File: config.mk
export PLATFORM = sky130hd
export DESIGN_NAME = uart_rx_pkt_ctrl
export DESIGN_NICKNAME = d
export VERILOG_FILES = /design/src/rtl/uart_rx_pkt_ctrl.sv
export SDC_FILE = /design/constraint.sdc
export NUM_CORES = 1
export LEC_CHECK = 0
export ABC_AREA = 1
export BUFFER_PORTS_ARGS = -buffer_cell sky130_fd_sc_hd__buf_4
export CORE_ASPECT_RATIO = 0.7
export CORE_UTILIZATION = 62
export CTS_CLUSTER_SIZE = 40
export DETAILED_ROUTE_END_ITERATION = 8
export HOLD_SLACK_MARGIN = 0.08
export PLACE_DENSITY = 0.82
export SLEW_MARGIN = 20
export SYNTH_ARGS = -nofsm -noshare
export SYNTH_HDL_FRONTEND = slang
export SYNTH_SLANG_ARGS = --single-unit
export TNS_END_PERCENT = 10
File: constraint.sdc
create_clock -name clk -period 2.5 [get_ports clk]
set_clock_uncertainty 0.05 [all_clocks]
set_input_delay 0 -clock clk [delete_from_list [all_inputs] [get_ports clk]]
set_output_delay 0 -clock clk [all_outputs]
set_load 0.005 [all_outputs]
File: src/rtl/uart_rx_pkt_ctrl.sv
// Packet controller behind uart_rx. It hunts for a sync byte, collects a length-prefixed,
// XOR-checked frame into a local buffer, then drains the payload over valid/ready.
module uart_rx_pkt_ctrl #(
    parameter int          MAX_LEN        = 16,
    parameter logic [7:0]  SYNC_BYTE      = 8'hA5,
    parameter int          TIMEOUT_CYCLES = 100000
) (
    input  logic       clk,
    input  logic       resetn,
    input  logic       ctrl_en,
    input  logic       rx_valid,
    input  logic [7:0] rx_data,
    input  logic       rx_break,
    output logic       rx_en,
    output logic [7:0] pkt_data,
    output logic       pkt_valid,
    input  logic       pkt_ready,
    output logic       pkt_last,
    output logic [7:0] pkt_len,
    output logic       err_chk,
    output logic       err_len,
    output logic       err_timeout,
    output logic       err_break,
    output logic [7:0] pkt_ok_cnt
);

    localparam int            IW        = $clog2(MAX_LEN + 1);
    localparam int            CW        = $clog2(TIMEOUT_CYCLES);
    localparam logic [7:0]    MAX_LEN_B = 8'(MAX_LEN);
    localparam logic [CW-1:0] TO_LAST   = CW'(TIMEOUT_CYCLES - 1);

    typedef enum logic [2:0] {
        ST_IDLE    = 3'd0,
        ST_HUNT    = 3'd1,
        ST_LEN     = 3'd2,
        ST_PAYLOAD = 3'd3,
        ST_CHK     = 3'd4,
        ST_DRAIN   = 3'd5
    } state_t;

    state_t        state_q;
    logic          rx_en_q;
    logic [7:0]    len_q;
    logic [7:0]    xor_q;
    logic [IW-1:0] wr_idx_q;
    logic [IW-1:0] rd_idx_q;
    logic [CW-1:0] to_cnt_q;
    logic [7:0]    pkt_data_q;
    logic          pkt_valid_q;
    logic          pkt_last_q;
    logic [7:0]    pkt_len_q;
    logic [7:0]    ok_cnt_q;
    logic          err_chk_q;
    logic          err_len_q;
    logic          err_timeout_q;
    logic          err_break_q;
    logic [7:0]    buf_q [2**IW];

    logic          buf_we_s;
    logic [IW-1:0] rd_nxt_s;

    assign buf_we_s = (state_q == ST_PAYLOAD) && ctrl_en && rx_valid && !rx_break;
    assign rd_nxt_s = rd_idx_q + IW'(1);

    // Payload buffer: contents need no reset, only the indices do.
    always_ff @(posedge clk) begin
        if (buf_we_s) begin
            buf_q[wr_idx_q] <= rx_data;
        end
    end

    // Frame sequencer with all outputs registered.
    always_ff @(posedge clk or negedge resetn) begin
        if (!resetn) begin
            state_q       <= ST_IDLE;
            rx_en_q       <= 1'b0;
            len_q         <= 8'd0;
            xor_q         <= 8'd0;
            wr_idx_q      <= '0;
            rd_idx_q      <= '0;
            to_cnt_q      <= '0;
            pkt_data_q    <= 8'd0;
            pkt_valid_q   <= 1'b0;
            pkt_last_q    <= 1'b0;
            pkt_len_q     <= 8'd0;
            ok_cnt_q      <= 8'd0;
            err_chk_q     <= 1'b0;
            err_len_q     <= 1'b0;
            err_timeout_q <= 1'b0;
            err_break_q   <= 1'b0;
        end else begin
            err_chk_q     <= 1'b0;
            err_len_q     <= 1'b0;
            err_timeout_q <= 1'b0;
            err_break_q   <= 1'b0;
            case (state_q)
                ST_IDLE: begin
                    if (ctrl_en) begin
                        state_q <= ST_HUNT;
                        rx_en_q <= 1'b1;
                    end else begin
                        state_q <= ST_IDLE;
                    end
                end
                ST_HUNT, ST_LEN, ST_PAYLOAD, ST_CHK: begin
                    if (!ctrl_en) begin
                        state_q <= ST_IDLE;
                        rx_en_q <= 1'b0;
                    end else if (rx_valid) begin
                        // Every accepted byte restarts the inter-byte timer, including the sync byte.
                        to_cnt_q <= '0;
                        if (state_q == ST_HUNT) begin
                            if (!rx_break && (rx_data == SYNC_BYTE)) begin
                                state_q <= ST_LEN;
                            end
                        end else if (rx_break) begin
                            err_break_q <= 1'b1;
                            state_q     <= ST_HUNT;
                        end else begin
                            case (state_q)
                                ST_LEN: begin
                                    if ((rx_data == 8'd0) || (rx_data > MAX_LEN_B)) begin
                                        err_len_q <= 1'b1;
                                        state_q   <= ST_HUNT;
                                    end else begin
                                        len_q    <= rx_data;
                                        xor_q    <= rx_data;
                                        wr_idx_q <= '0;
                                        state_q  <= ST_PAYLOAD;
                                    end
                                end
                                ST_PAYLOAD: begin
                                    xor_q <= xor_q ^ rx_data;
                                    if (8'(wr_idx_q) == (len_q - 8'd1)) begin
                                        state_q <= ST_CHK;
                                    end else begin
                                        wr_idx_q <= wr_idx_q + IW'(1);
                                    end
                                end
                                ST_CHK: begin
                                    if (rx_data == xor_q) begin
                                        state_q     <= ST_DRAIN;
                                        rx_en_q     <= 1'b0;
                                        rd_idx_q    <= '0;
                                        pkt_len_q   <= len_q;
                                        pkt_valid_q <= 1'b1;
                                        pkt_data_q  <= buf_q[IW'(0)];
                                        pkt_last_q  <= (len_q == 8'd1);
                                        if (ok_cnt_q != 8'hFF) begin
                                            ok_cnt_q <= ok_cnt_q + 8'd1;
                                        end
                                    end else begin
                                        err_chk_q <= 1'b1;
                                        state_q   <= ST_HUNT;
                                    end
                                end
                                default: state_q <= ST_HUNT;
                            endcase
                        end
                    end else if (state_q == ST_HUNT) begin
                        to_cnt_q <= '0;
                    end else if (to_cnt_q == TO_LAST) begin
                        err_timeout_q <= 1'b1;
                        state_q       <= ST_HUNT;
                    end else begin
                        to_cnt_q <= to_cnt_q + CW'(1);
                    end
                end
                ST_DRAIN: begin
                    if (pkt_ready) begin
                        if (pkt_last_q) begin
                            pkt_valid_q <= 1'b0;
                            pkt_last_q  <= 1'b0;
                            state_q     <= ctrl_en ? ST_HUNT : ST_IDLE;
                            rx_en_q     <= ctrl_en;
                        end else begin
                            rd_idx_q   <= rd_nxt_s;
                            pkt_data_q <= buf_q[rd_nxt_s];
                            pkt_last_q <= (8'(rd_nxt_s) == (len_q - 8'd1));
                        end
                    end
                end
                default: begin
                    state_q     <= ST_IDLE;
                    rx_en_q     <= 1'b0;
                    pkt_valid_q <= 1'b0;
                    pkt_last_q  <= 1'b0;
                end
            endcase
        end
    end

    assign rx_en       = rx_en_q;
    assign pkt_data    = pkt_data_q;
    assign pkt_valid   = pkt_valid_q;
    assign pkt_last    = pkt_last_q;
    assign pkt_len     = pkt_len_q;
    assign err_chk     = err_chk_q;
    assign err_len     = err_len_q;
    assign err_timeout = err_timeout_q;
    assign err_break   = err_break_q;
    assign pkt_ok_cnt  = ok_cnt_q;

endmodule

# After elaboration in Yosys (flattened, before gate mapping)

Memories as Yosys holds them, arrays and structs flattened.
Index checks and enable logic that the tools add are counted.

Memories kept: 1
Output and inout port bits: 31
Logic and storage cells: 179
Input bits: 14
Bits in registers: 77
Memory bits (writable): 256

Magnitude comparators: 1
Add/subtract/negate cells: 5
Bitwise logic cells: 5
Reduce and logical (&&, ||, !) cells: 22
Mux-type cells: 95
Equality and inequality tests: 34

Memories:

| name  | depth | width | read ports | clocked after memory_dff | write ports | RTL line | RTL |
|---|---|---|---|---|---|---|---|
| buf_q | 32    | 8     | 2          | 0                        | 1           | 57       | `logic [7:0] buf_q [2**IW];` |

Operator list:

| kind                    | count |
|---|---|
| $mux W8                 | 9 |
| $mux W1                 | 52 |
| $mux W17                | 3 |
| $mux W5                 | 10 |
| $mux W3                 | 11 |
| $pmux W8 S2             | 2 |
| $reduce_and A8 Y1       | 4 |
| $ne A2 B2 Y1 const B    | 12 |
| $reduce_and A7 Y1       | 3 |
| $pmux W5 S2             | 2 |
| $ne A3 B3 Y1 const B    | 6 |
| $pmux W3 S3             | 2 |
| $reduce_and A9 Y1       | 2 |
| $add A17 B1 Y17 const B | 1 |
| $eq A17 B17 Y1 const B  | 1 |
| $eq A5 B8 Y1            | 2 |
| $ne A4 B4 Y1 const B    | 3 |
| $add A5 B1 Y5 const B   | 2 |
| $pmux W1 S3             | 3 |
| $add A8 B1 Y8 const B   | 1 |
| $eq A8 B1 Y1 const B    | 1 |
| $eq A8 B8 Y1            | 1 |
| $eq A8 B8 Y1 const B    | 1 |
| $gt A8 B5 Y1 const B    | 1 |
| 18 further kinds        | 27 |

# Logic depth before layout (Yosys ltp)

Gate-level depths: netlist of run 1.

Depth in word-level cells: 9
Mapped depth: 14
Mapped depth without buffers: 14

# Least setup slack after synthesis of run 1

OpenSTA, ideal clock, no wires.

Path kind: register -> register
From: reg state_q[2]
To: mem buf_q[28][0], enable pin
Clock period less this slack: 1.959 ns
Path buffers: 0
Slack: 0.541 ns
Data required time: 2.080 ns
Library setup time: 0.370 ns
Cell stages (with the launch flop): 6
Data arrival time: 1.538 ns
Cell sequence: dfrtp_1 inv_1 nand3_1 nor2_1 nand2_1 nor2_1

Cells in the longest elaborated chain, start to end: 6

Ends and longest elaborated chain:

| what                              | RTL line | RTL |
|---|---|---|
| start: declaration                | 41       | `state_t state_q;` |
| start signal: assignment          | 174      | `state_q <= ctrl_en ? ST_HUNT : ST_IDLE;` |
| $eq A3 B2 Y1                      | 62       | `assign buf_we_s = (state_q == ST_PAYLOAD) && ctrl_en && rx_valid && !rx_break;` |
| $logic_and A1 B1 Y1 (3 in series) | 62       |  |
| $mux W1                           | 67       | `if (buf_we_s) begin` |
| $mux W1 (not written as such)     | 68       | `buf_q[wr_idx_q] <= rx_data;` |
| end: declaration                  | 57       |  |

Every way passes these cells.

# Final worst setup path of run 1

From: reg rd_idx_q[0]
To: reg pkt_data_q[7], in the netlist pkt_data[7]

Cells in the longest elaborated chain, start to end: 5

Ends and longest elaborated chain:

| what                     | RTL line | RTL |
|---|---|---|
| start: declaration       | 46       | `logic [IW-1:0] rd_idx_q;` |
| start signal: assignment | 177      | `rd_idx_q <= rd_nxt_s;` |
| $add A5 B1 Y5            | 63       | `assign rd_nxt_s = rd_idx_q + IW'(1);` |
| $mem_v2 Z32 W8           | n/a      |  |
| $mux W8                  | 171      | `if (pkt_last_q) begin` |
| $mux W8                  | 170      | `if (pkt_ready) begin` |
| $pmux W8 S2              | 96       | `case (state_q)` |
| end signal: assignment   | 147      | `pkt_data_q <= buf_q[IW'(0)];` |
| end signal: assignment   | 178      | `pkt_data_q <= buf_q[rd_nxt_s];` |
| end: declaration         | 48       | `logic [7:0] pkt_data_q;` |

Every way passes these cells. The select of a mux whose other input is x is not followed.
A chain may end at the register's enable or synchronous reset.

==> results of run 1 <==
==> through the flow <==
step,total power [mW],hold WS [ns]
after global placement,6.93,0.0586
after detailed placement,6.95,0.0642
after CTS,11.7,0.214
after global routing,12.0,0.218
final,11.7,0.217
after floorplan,6.65,-0.346
==> cell usage in the layout (no fill, tap or decap), types with 5 or more instances in the layout <==
master,instances
edfxtp_1,256
o211ai_1,10
inv_2,11
nand4_1,15
nand2_2,5
clkbuf_8,5
inv_1,86
nor3_1,15
nand3_1,152
o21ai_0,148
ha_1,8
xnor2_1,13
o21ai_1,13
xor2_1,17
dlygate4sd3_1,17
nor2_1,307
clkinv_2,9
nand2_1,292
buf_4,106
a21oi_1,13
dfrtp_1,76
clkbuf_1,6
clkbuf_16,32
==> flip-flops by register name (all words and copies together) (netlist names) <==
signal       count
buf_q          256
err_break        1
err_chk          1
err_len          1
err_timeout      1
len_q            8
pkt_data         8
pkt_last         1
pkt_len          8
pkt_ok_cnt       8
pkt_valid        1
rd_idx_q         5
rx_en            1
state_q          3
to_cnt_q        17
wr_idx_q         5
xor_q            8
==> cell type report <==
| class | instances | area, um2 | share of cell area [%] |
|---|---|---|---|
| flip-flops and latches | 333 | 9620 | 55.5 |
| clock inverters | 13 | 139 | 0.802 |
| inverters | 99 | 374 | 2.16 |
| multi-input cells | 1039 | 4820 | 27.8 |
| repair buffers | 128 | 1070 | 6.20 |
| clock buffers | 44 | 900 | 5.19 |
| well taps | 318 | 398 | 2.30 |
==> cells by family (layout without fill, tap and decap cells) <==
logic type               after synthesis  after routing  synth area share, %
XOR/XNOR                              32             32                 2.03
AO/OA/AOI/OAI                        193            193                 6.79
AND/OR/NAND/NOR                      805            805                 22.2
buffers and inverters                164            284                 4.60
adder cells (fa/ha/maj)                9              9                0.745
flip-flops                           333            333                 63.6
==> power by group through the flow <==
stage               logic, mW  clock network, mW  registers, mW
finish                  0.769               4.83           6.13
global route            0.838               5.05           6.13
CTS                     0.751               4.84           6.12
detailed placement      0.714                  0           6.24
global placement        0.698                  0           6.23
floorplan               0.446                  0           6.21
==> path summary, 6_finish.rpt <==
path / from / to / slack (ns) / cells after the start
hold reg to reg: pkt_len[4] / pkt_len[4] / 0.44 / 2
setup / recovery: rd_idx_q[0] / pkt_data[7] / 0.18 / 12
hold / removal: rx_data[2] / buf_q[1][2] / 0.22 / 2
setup reg to reg: rd_idx_q[0] / pkt_data[7] / 0.18 / 12
max in group asynchronous: resetn / rd_idx_q[0] / 1.56 / 4
min in group asynchronous: resetn / wr_idx_q[0] / 0.52 / 4
==> critical path: stages (launching register included) <==
cell     delay (ns)
dfrtp_4        0.51
ha_2           0.33
inv_2          0.24
buf_12         0.21
nor2_1         0.06
o21ai_0        0.10
nand3_1        0.11
nand3_1        0.16
nand2_1        0.09
nand2_1        0.13
nand3_1        0.09
nand2_1        0.08
inv_1          0.05
==> metal layers <==
metal,GRT usage (%),up-vias
met3,7.69,97
met1,47.3,5614
met5,0,-
li1,-,5373
met4,10.2,0
met2,49.1,727
==> repair_timing <==
item	4_1_cts	5_1_grt
resized for setup	0	1
setup buffers	0	1
hold endpoints to repair	368	0
endpoints found under the setup margin	0	11
hold buffers	18	0
==> metrics.yaml, run 1 <==
netlist_instances: 1536
synthArstFlopShare_pct: 23.1
fillers: 1604
clockRootBuffer: "clkbuf_16"
core_area_mm2: 0.0238
port_buffers: 44
htree_levels: 1
setup_tns_ns: 0
vias: 11800
p_comb_share_pct: 6.6
design.die.area_mm2: 0.0250
routed_via_density: 5.98
fmaxAchievable_ghz: 0.431
design_area_mm2: 0.0173
rows: 47
max_slew.worst_pin.slew_ns: 0.603
seq_power_share_pct: 52.3
clk_pin_slew_worst_paths_ns: 0.06
layout_setup_ws_ns: 0.179
antenna_found_initial: 0
grt_pass1_wl_um: 62200
finalHoldViolCount: 0
synth-edff-count: 256
slew_viol_final: 0
drt-initial-drc-count: 1475
synth_area_leaders: "edfxtp_1 51%, dfrtp_1 13%, nor2_1 7.6%"
dr.pass1.iters: 6
end_kind: "flop"
worstPathRequired_ns: 2.90
synth.largest_area_cell: "edfxtp_1"
clkPwrFrac_pct: 41.2
top_layer_used: "met4"
die-width_um: 189
yosysUniqueCellTypes: 41
crit_fanout: 19
start_kind: "flop"
cts_buffers: 31
die_h_um: 133
cts_tree: "yes"
synth_area_mm2: 0.0151
swShare_pct: 22.5
grt_max_degree: 81
final_net_count: 1655
ant_nets: 0
synth_most_common_cell: "nor2_1"
min_path_type: "in -> reg"
dpl_worst_slack_ns: 0.288
met1_length_um: 16100
synth_common_cells: "307 x nor2_1, 292 x nand2_1, 256 x edfxtp_1, 152 x nand3_1, 148 x o21ai_0"
ys_seq_elements: 333
grt-ovfl-total: 0
dp_hpwl_um: 25200
wl_per_cell_um: 20.2
finish.utilization_pct: 72.9
ys_seq_area_share_pct: 63.6
switching_power_mw: 2.63
clock_latency_ns: 0.56
syn2layout_area_growth_pct: 14.6
p_int_mw: 9.09
relSlewSlack_pct: 59.7
dr_wl_met3_um: 4900
setup_viol: 0
fin_crit_sh_pct: 92.8
num_io_pins: 45
drive_above_1_share_pct: 12.3
synth_warnings: 0
drc: 0
outcome: "finished, final reports clean"
leakage_nw: 6.85
yosysTopAreaCellShare_pct: 50.8
syn-num-nets: 1559
cp.arrival_ns: 2.72
route.met2.wl_um: 17700
crit_type: "reg -> reg"
powerDensity_mw_per_mm2: 677
synthFlopType: "edfxtp_1"
routed_wl_um: 40000
clock-sinks: 333
place.gp.congestion: 0.937
place_area_mm2: 0.0161
rsz0062_at_grt: "false"
min_period_ns: 2.32
diodes: 0
avgSynthCellArea_um2: 9.84
vdd_drop_max_uv: 638
track_usage_pct: 32.6
cap_violations: 0
start_util_pct: 63.6
grt_pass1_vias: 11300
dp_cells: 1898
fin_cells: 1974
clock_path_buffers: 3
No activity file was read; power rests on OpenSTA's default activity.
==> run 2: changes to the inputs <==
--- a/config.mk
+++ b/config.mk
@@ -8,11 +8,11 @@
 export ABC_AREA = 1
 export BUFFER_PORTS_ARGS = -buffer_cell sky130_fd_sc_hd__buf_4
 export CORE_ASPECT_RATIO = 0.7
-export CORE_UTILIZATION = 62
+export CORE_UTILIZATION = 35
 export CTS_CLUSTER_SIZE = 40
 export DETAILED_ROUTE_END_ITERATION = 8
 export HOLD_SLACK_MARGIN = 0.08
-export PLACE_DENSITY = 0.82
+export PLACE_DENSITY = 0.53
 export SLEW_MARGIN = 20
 export SYNTH_ARGS = -nofsm -noshare
 export SYNTH_HDL_FRONTEND = slang
==> metrics.yaml, run 2 (synthesis results as in run 1) <==
outcome: "finished, final reports clean"  # unchanged
wl_per_cell_um: 18.9  # was 20.2 um
clock-sinks: 333  # unchanged
clk_pin_slew_worst_paths_ns: 0.06  # about the same
clock_path_buffers: 3  # unchanged
slew_viol_final: 0  # unchanged
mostFrequentLayoutCells: "307 x nor2_1, 291 x nand2_1, 256 x edfxtp_1"  # was 307 x nor2_1, 292 x nand2_1, 256 x edfxtp_1
grt_pass1_vias: 10700  # was 11,300
worstPathRequired_ns: 2.91  # was 2.90 ns
final_common_cell: "nor2_1"  # unchanged
powerDensity_mw_per_mm2: 669  # was 677 mW/mm2
fin_crit_sh_pct: 88.6  # was 92.8%
cap_violations: 0  # unchanged
top_regs: "buf_q x256, to_cnt_q x17"  # unchanged
reg2reg_from: "state_q[0]"  # was rd_idx_q[0]
rows: 63  # was 47
grt-ovfl-total: 0  # unchanged
routed_wl_um: 41900  # was 40,000 um
num_io_pins: 45  # unchanged
cts_buffers: 35  # was 31
ant_nets: 0  # unchanged
track_usage_pct: 19.5  # was 32.6%
crit_type: "reg -> reg"  # unchanged
max_slew.worst_pin.slew_ns: 0.570  # was 0.603 ns
regToRegSetupSlack_ns: 0.29  # was 0.18 ns
start_util_pct: 35.6  # was 63.6%
finalHoldViolCount: 0  # unchanged
setup_tns_ns: 0  # unchanged
htree_levels: 2  # was 1
drive_above_1_share_pct: 12.5  # was 12.3%
holdPathStages: 4  # was 2
r2r_cells: 6  # was 12
start_kind: "flop"  # unchanged
place_area_mm2: 0.0165  # was 0.0161 mm2
final_net_count: 1665  # was 1,655
die_h_um: 176  # was 133 um
drt-initial-drc-count: 1124  # was 1,475
clock_latency_ns: 0.54  # was 0.56 ns
r2r-end: "wr_idx_q[1]"  # was pkt_data[7]
min_path_type: "in -> reg"  # unchanged
fillers: 4102  # was 1,604
relSlewSlack_pct: 61.6  # was 59.7%
design.die.area_mm2: 0.0440  # was 0.0250 mm2
hold_end: "err_timeout"  # was buf_q[1][2]
syn2layout_area_growth_pct: 17.6  # was 14.6%
hold_path.startpoint: "ctrl_en"  # was rx_data[2]
die-width_um: 250  # was 189 um
grt_max_degree: 68  # was 81
grt_pass1_wl_um: 65600  # was 62,200 um
antenna_found_initial: 0  # unchanged
leakage_nw: 6.90  # was 6.85 nW
design_area_mm2: 0.0178  # was 0.0173 mm2
top_register: "buf_q"  # unchanged
cp.arrival_ns: 2.62  # was 2.72 ns
dp_hpwl_um: 28000  # was 25,200 um
routed_via_density: 5.01  # was 5.98
holdWs_ns: 0.276  # was 0.217 ns
rsz0062_at_grt: "false"  # unchanged
vdd_drop_max_uv: 454  # was 638 uV
crit_fanout: 8  # was 19
core_area_mm2: 0.0425  # was 0.0238 mm2
cts_tree: "yes"  # unchanged
end_kind: "flop"  # unchanged
min_period_ns: 2.21  # was 2.32 ns
fmaxAchievable_ghz: 0.452  # was 0.431 GHz
clockRootBuffer: "clkbuf_16"  # unchanged
place.gp.congestion: 0.873  # was 0.937
setup_viol: 0  # unchanged
port_buffers: 44  # unchanged
dr.pass1.iters: 5  # was 6
drc: 0  # unchanged
largest_register_ffs: 256  # unchanged
vias: 11100  # was 11,800
[run 2: metal layers]
| layer | vias to the layer above | GRT usage, % | part of all wire (%) |
|---|---|---|---|
| met5 | - | 0 | 0 |
| met4 | 0 | 3.76 | 1.6 |
| met3 | 50 | 3.99 | 7.7 |
| met2 | 313 | 26.2 | 40 |
| met1 | 5380 | 31.6 | 51 |
| li1 | 5383 | - | - |
[run 2: critical path, cell delays in order (launching register included)]
cell	delay, ns
dfrtp_1	0.48
nor3_1	0.51
nand3_1	0.22
a21oi_2	0.46
buf_4	0.25
nand3_1	0.09
nand2_1	0.09
[run 2: through the flow]
| step | setup slack [ns] | power, mW | instances | util [%] |
|---|---|---|---|---|
| after floorplan | 0.541 | 6.65 | 1536 | - |
| after global placement | 0.290 | 6.98 | 2140 | 38.9 |
| after detailed placement | 0.299 | 6.98 | 2140 | 38.9 |
| after CTS | 0.286 | 12.0 | 2220 | 41.8 |
| after global routing | 0.0321 | 12.3 | 2220 | 41.9 |
| final | 0.285 | 11.9 | 2221 | 41.9 |
[run 2: what timing repair did]
item	in CTS	in global routing
buffers inserted	0	0
endpoints found under the setup margin	0	1
gates resized for setup	0	1
endpoints found under the hold margin	255	0
hold buffers	17	0
[run 2: how the worst max path moves through the flow]
stage / end / slack [ns] / start
2_1_floorplan: buf_q[28][0] / 0.54 / state_q[2]
4_1_cts: wr_idx_q[4] / 0.29 / len_q[0]
5_1_grt: wr_idx_q[1] / 0.03 / len_q[0]
3_5_place_dp: wr_idx_q[4] / 0.30 / len_q[0]
3_3_place_gp: wr_idx_q[3] / 0.29 / len_q[0]
6_report: wr_idx_q[1] / 0.29 / state_q[0]
[run 2: power breakdown]
part | switching [mW] | internal (mW)
Clock | 2.22 | 2.78
Sequential | 0.0778 | 6.04
Combinational | 0.532 | 0.243
Total | 2.83 | 9.07
[run 2: layout make-up]
type | count | area [um2] | area share (%)
sequential | 333 | 9620 | 54.1
multi-input combinational | 1039 | 4840 | 27.2
timing repair buffer | 134 | 1200 | 6.73
clock buffer | 38 | 887 | 4.99
tap | 552 | 691 | 3.88
inverter | 99 | 374 | 2.10
clock inverter | 25 | 179 | 1.01
antenna | 1 | 2.50 | 0.0141
==> run 3: changes to the inputs <==
--- a/config.mk
+++ b/config.mk
@@ -8,11 +8,12 @@
 export ABC_AREA = 1
 export BUFFER_PORTS_ARGS = -buffer_cell sky130_fd_sc_hd__buf_4
 export CORE_ASPECT_RATIO = 0.7
-export CORE_UTILIZATION = 35
+export CORE_MARGIN = 2
+export CORE_UTILIZATION = 53
 export CTS_CLUSTER_SIZE = 40
 export DETAILED_ROUTE_END_ITERATION = 8
 export HOLD_SLACK_MARGIN = 0.08
-export PLACE_DENSITY = 0.53
+export PLACE_DENSITY = 0.73
 export SLEW_MARGIN = 20
 export SYNTH_ARGS = -nofsm -noshare
 export SYNTH_HDL_FRONTEND = slang
==> metrics.yaml, run 3 (synthesis results as in run 1) <==
place_area_mm2: 0.0162  # was 0.0165 mm2
powerDensity_mw_per_mm2: 665  # was 669 mW/mm2
drt-initial-drc-count: 1195  # was 1,124
crit_start: "state_q[2]"  # was state_q[0]
setup_tns_ns: 0  # unchanged
clk_pin_slew_worst_paths_ns: 0.06  # about the same
met2_usage_pct: 37.0  # was 26.2%
relSlewSlack_pct: 57.3  # was 61.6%
num_io_pins: 45  # unchanged
grt_busiest_layer: "met1"  # unchanged
cts_buffers: 31  # was 35
end_kind: "flop"  # unchanged
fin_crit_sh_pct: 91.6  # was 88.6%
rows: 51  # was 63
routed_wl_um: 38500  # was 41,900 um
place.gp.congestion: 0.926  # was 0.873
reg2reg_from: "state_q[2]"  # was state_q[0]
grt_pass1_wl_um: 60500  # was 65,600 um
min_path_type: "in -> reg"  # unchanged
crit_top_cell: "nor2_1"  # was nand3_1
met1_usage_pct: 41.5  # was 31.6%
grt.met3_usage_pct: 7.19  # was 3.99%
clock-sinks: 333  # unchanged
wl_per_cell_um: 19.1  # was 18.9 um
fillers: 2262  # was 4,102
cp.depth: 6  # unchanged
crit_fanout: 8  # unchanged
die-width_um: 206  # was 250 um
syn2layout_area_growth_pct: 14.6  # was 17.6%
grt_max_degree: 72  # was 68
slowest_stage: "nand2_1"  # was nor3_1
drive_above_1_share_pct: 11.6  # was 12.5%
dr.pass1.iters: 6  # was 5
clockRootBuffer: "clkbuf_16"  # unchanged
min_period_ns: 2.29  # was 2.21 ns
routed_via_density: 5.58  # was 5.01
die_h_um: 145  # was 176 um
fmaxAchievable_ghz: 0.437  # was 0.452 GHz
crit_buf_inv: 2  # was 1
final_common_cell: "nor2_1"  # unchanged
clock_latency_ns: 0.57  # was 0.54 ns
start_kind: "flop"  # unchanged
total_power_mw: 11.5  # was 11.9 mW
max_stage_delay_ns: 0.47  # was 0.51 ns
core_area_mm2: 0.0279  # was 0.0425 mm2
track_usage_pct: 26.5  # was 19.5%
grt_pass1_vias: 10800  # was 10,700
design.die.area_mm2: 0.0299  # was 0.0440 mm2
final_net_count: 1648  # was 1,665
design_area_mm2: 0.0173  # was 0.0178 mm2
r2r_cells: 6  # unchanged
crit_type: "reg -> reg"  # unchanged
leakage_nw: 6.79  # was 6.90 nW
multi_input_area_mm2: 0.00484  # about the same
regArea_mm2: 0.00962  # unchanged
rsz0062_at_grt: "false"  # unchanged
outcome: "finished, final reports clean"  # unchanged
ant_nets: 0  # unchanged
path_cells: "inv_1 -> nand3_1 -> nor2_1 -> nand2_1 -> nor2_1 -> buf_4"  # was nor3_1 -> nand3_1 -> a21oi_2 -> buf_4 -> nand3_1 -> nand2_1
holdPathStages: 2  # was 4
largest_register_ffs: 256  # unchanged
diodes: 0  # was 1
hold_path.startpoint: "rx_data[5]"  # was ctrl_en
mostFrequentLayoutCells: "307 x nor2_1, 291 x nand2_1, 256 x edfxtp_1"  # unchanged
grt-ovfl-total: 0  # unchanged
dp_hpwl_um: 24700  # was 28,000 um
antenna_found_initial: 0  # unchanged
setup_viol: 0  # unchanged
cp.arrival_ns: 2.51  # was 2.62 ns
cap_violations: 0  # unchanged
vdd_drop_max_uv: 580  # was 454 uV
crit_family: "simple AND/OR/NAND/NOR gates"  # unchanged
clock_path_buffers: 3  # unchanged
start_util_pct: 54.1  # was 35.6%
cts_tree: "yes"  # unchanged
top_regs: "buf_q x256, to_cnt_q x17"  # unchanged
slew_viol_final: 0  # unchanged
top_register: "buf_q"  # unchanged
vias: 11300  # was 11,100
finalHoldViolCount: 0  # unchanged
port_buffers: 44  # unchanged
worstPathRequired_ns: 2.72  # was 2.91 ns
drc: 0  # unchanged
htree_levels: 1  # was 2
max_slew.worst_pin.slew_ns: 0.641  # was 0.570 ns
-- run 3: cell types whose count changed in the layout (fill, tap and decap cells not counted), sizes merged --
cell    previous run  this run
clkinv            20        13
diode              1         0
inv              101        99
buf              118       105
clkbuf            38        37
bufinv             2         4
-- run 3: cell type report --
class,instances,share of cell area [%]
flip-flops and latches,333,55.5
inverters,99,2.16
clock inverters,18,1.06
multi-input cells,1039,27.9
clock buffers,37,4.61
repair buffers,121,6.05
well taps,371,2.68
-- run 3: what timing repair did --
item                       CTS  global route
setup buffers                0             0
setup endpoints to repair    0             5
hold endpoints to repair   387             0
resized for setup            0             3
hold buffers                17             0
-- run 3: layer usage --
| metal | part of all wire [%] | vias up |
|---|---|---|
| li1 | - | 5348 |
| met1 | 45 | 5371 |
| met2 | 42 | 474 |
| met3 | 11 | 58 |
| met4 | 2.0 | 2 |
| met5 | 0.27 | - |
-- run 3: final timing paths --
path | end | slack (ns)
max in group asynchronous | rd_idx_q[0] | 1.64
hold reg to reg | rx_en | 0.43
hold / removal | buf_q[9][5] | 0.21
setup / recovery | buf_q[8][0] | 0.21
min in group asynchronous | pkt_ok_cnt[7] | 0.51
setup reg to reg | buf_q[8][0] | 0.21
-- run 3: metrics by stage --
stage	hold slack [ns]	instances	utilization, %	setup WS (ns)
final	0.214	2018	62.0	0.210
after detailed placement	-0.0125	1946	57.8	0.0880
after global placement	-0.0152	1946	57.8	0.0928
after global routing	0.206	2018	62.0	0.0575
after floorplan	-0.346	1536	-	0.541
after CTS	0.175	2018	62.0	0.0721
-- run 3: report_power, final --
group / total, mW / switching [mW] / internal [mW]
registers: 6.12 / 0.0825 / 6.04
clock network: 4.64 / 1.98 / 2.67
logic: 0.762 / 0.522 / 0.240
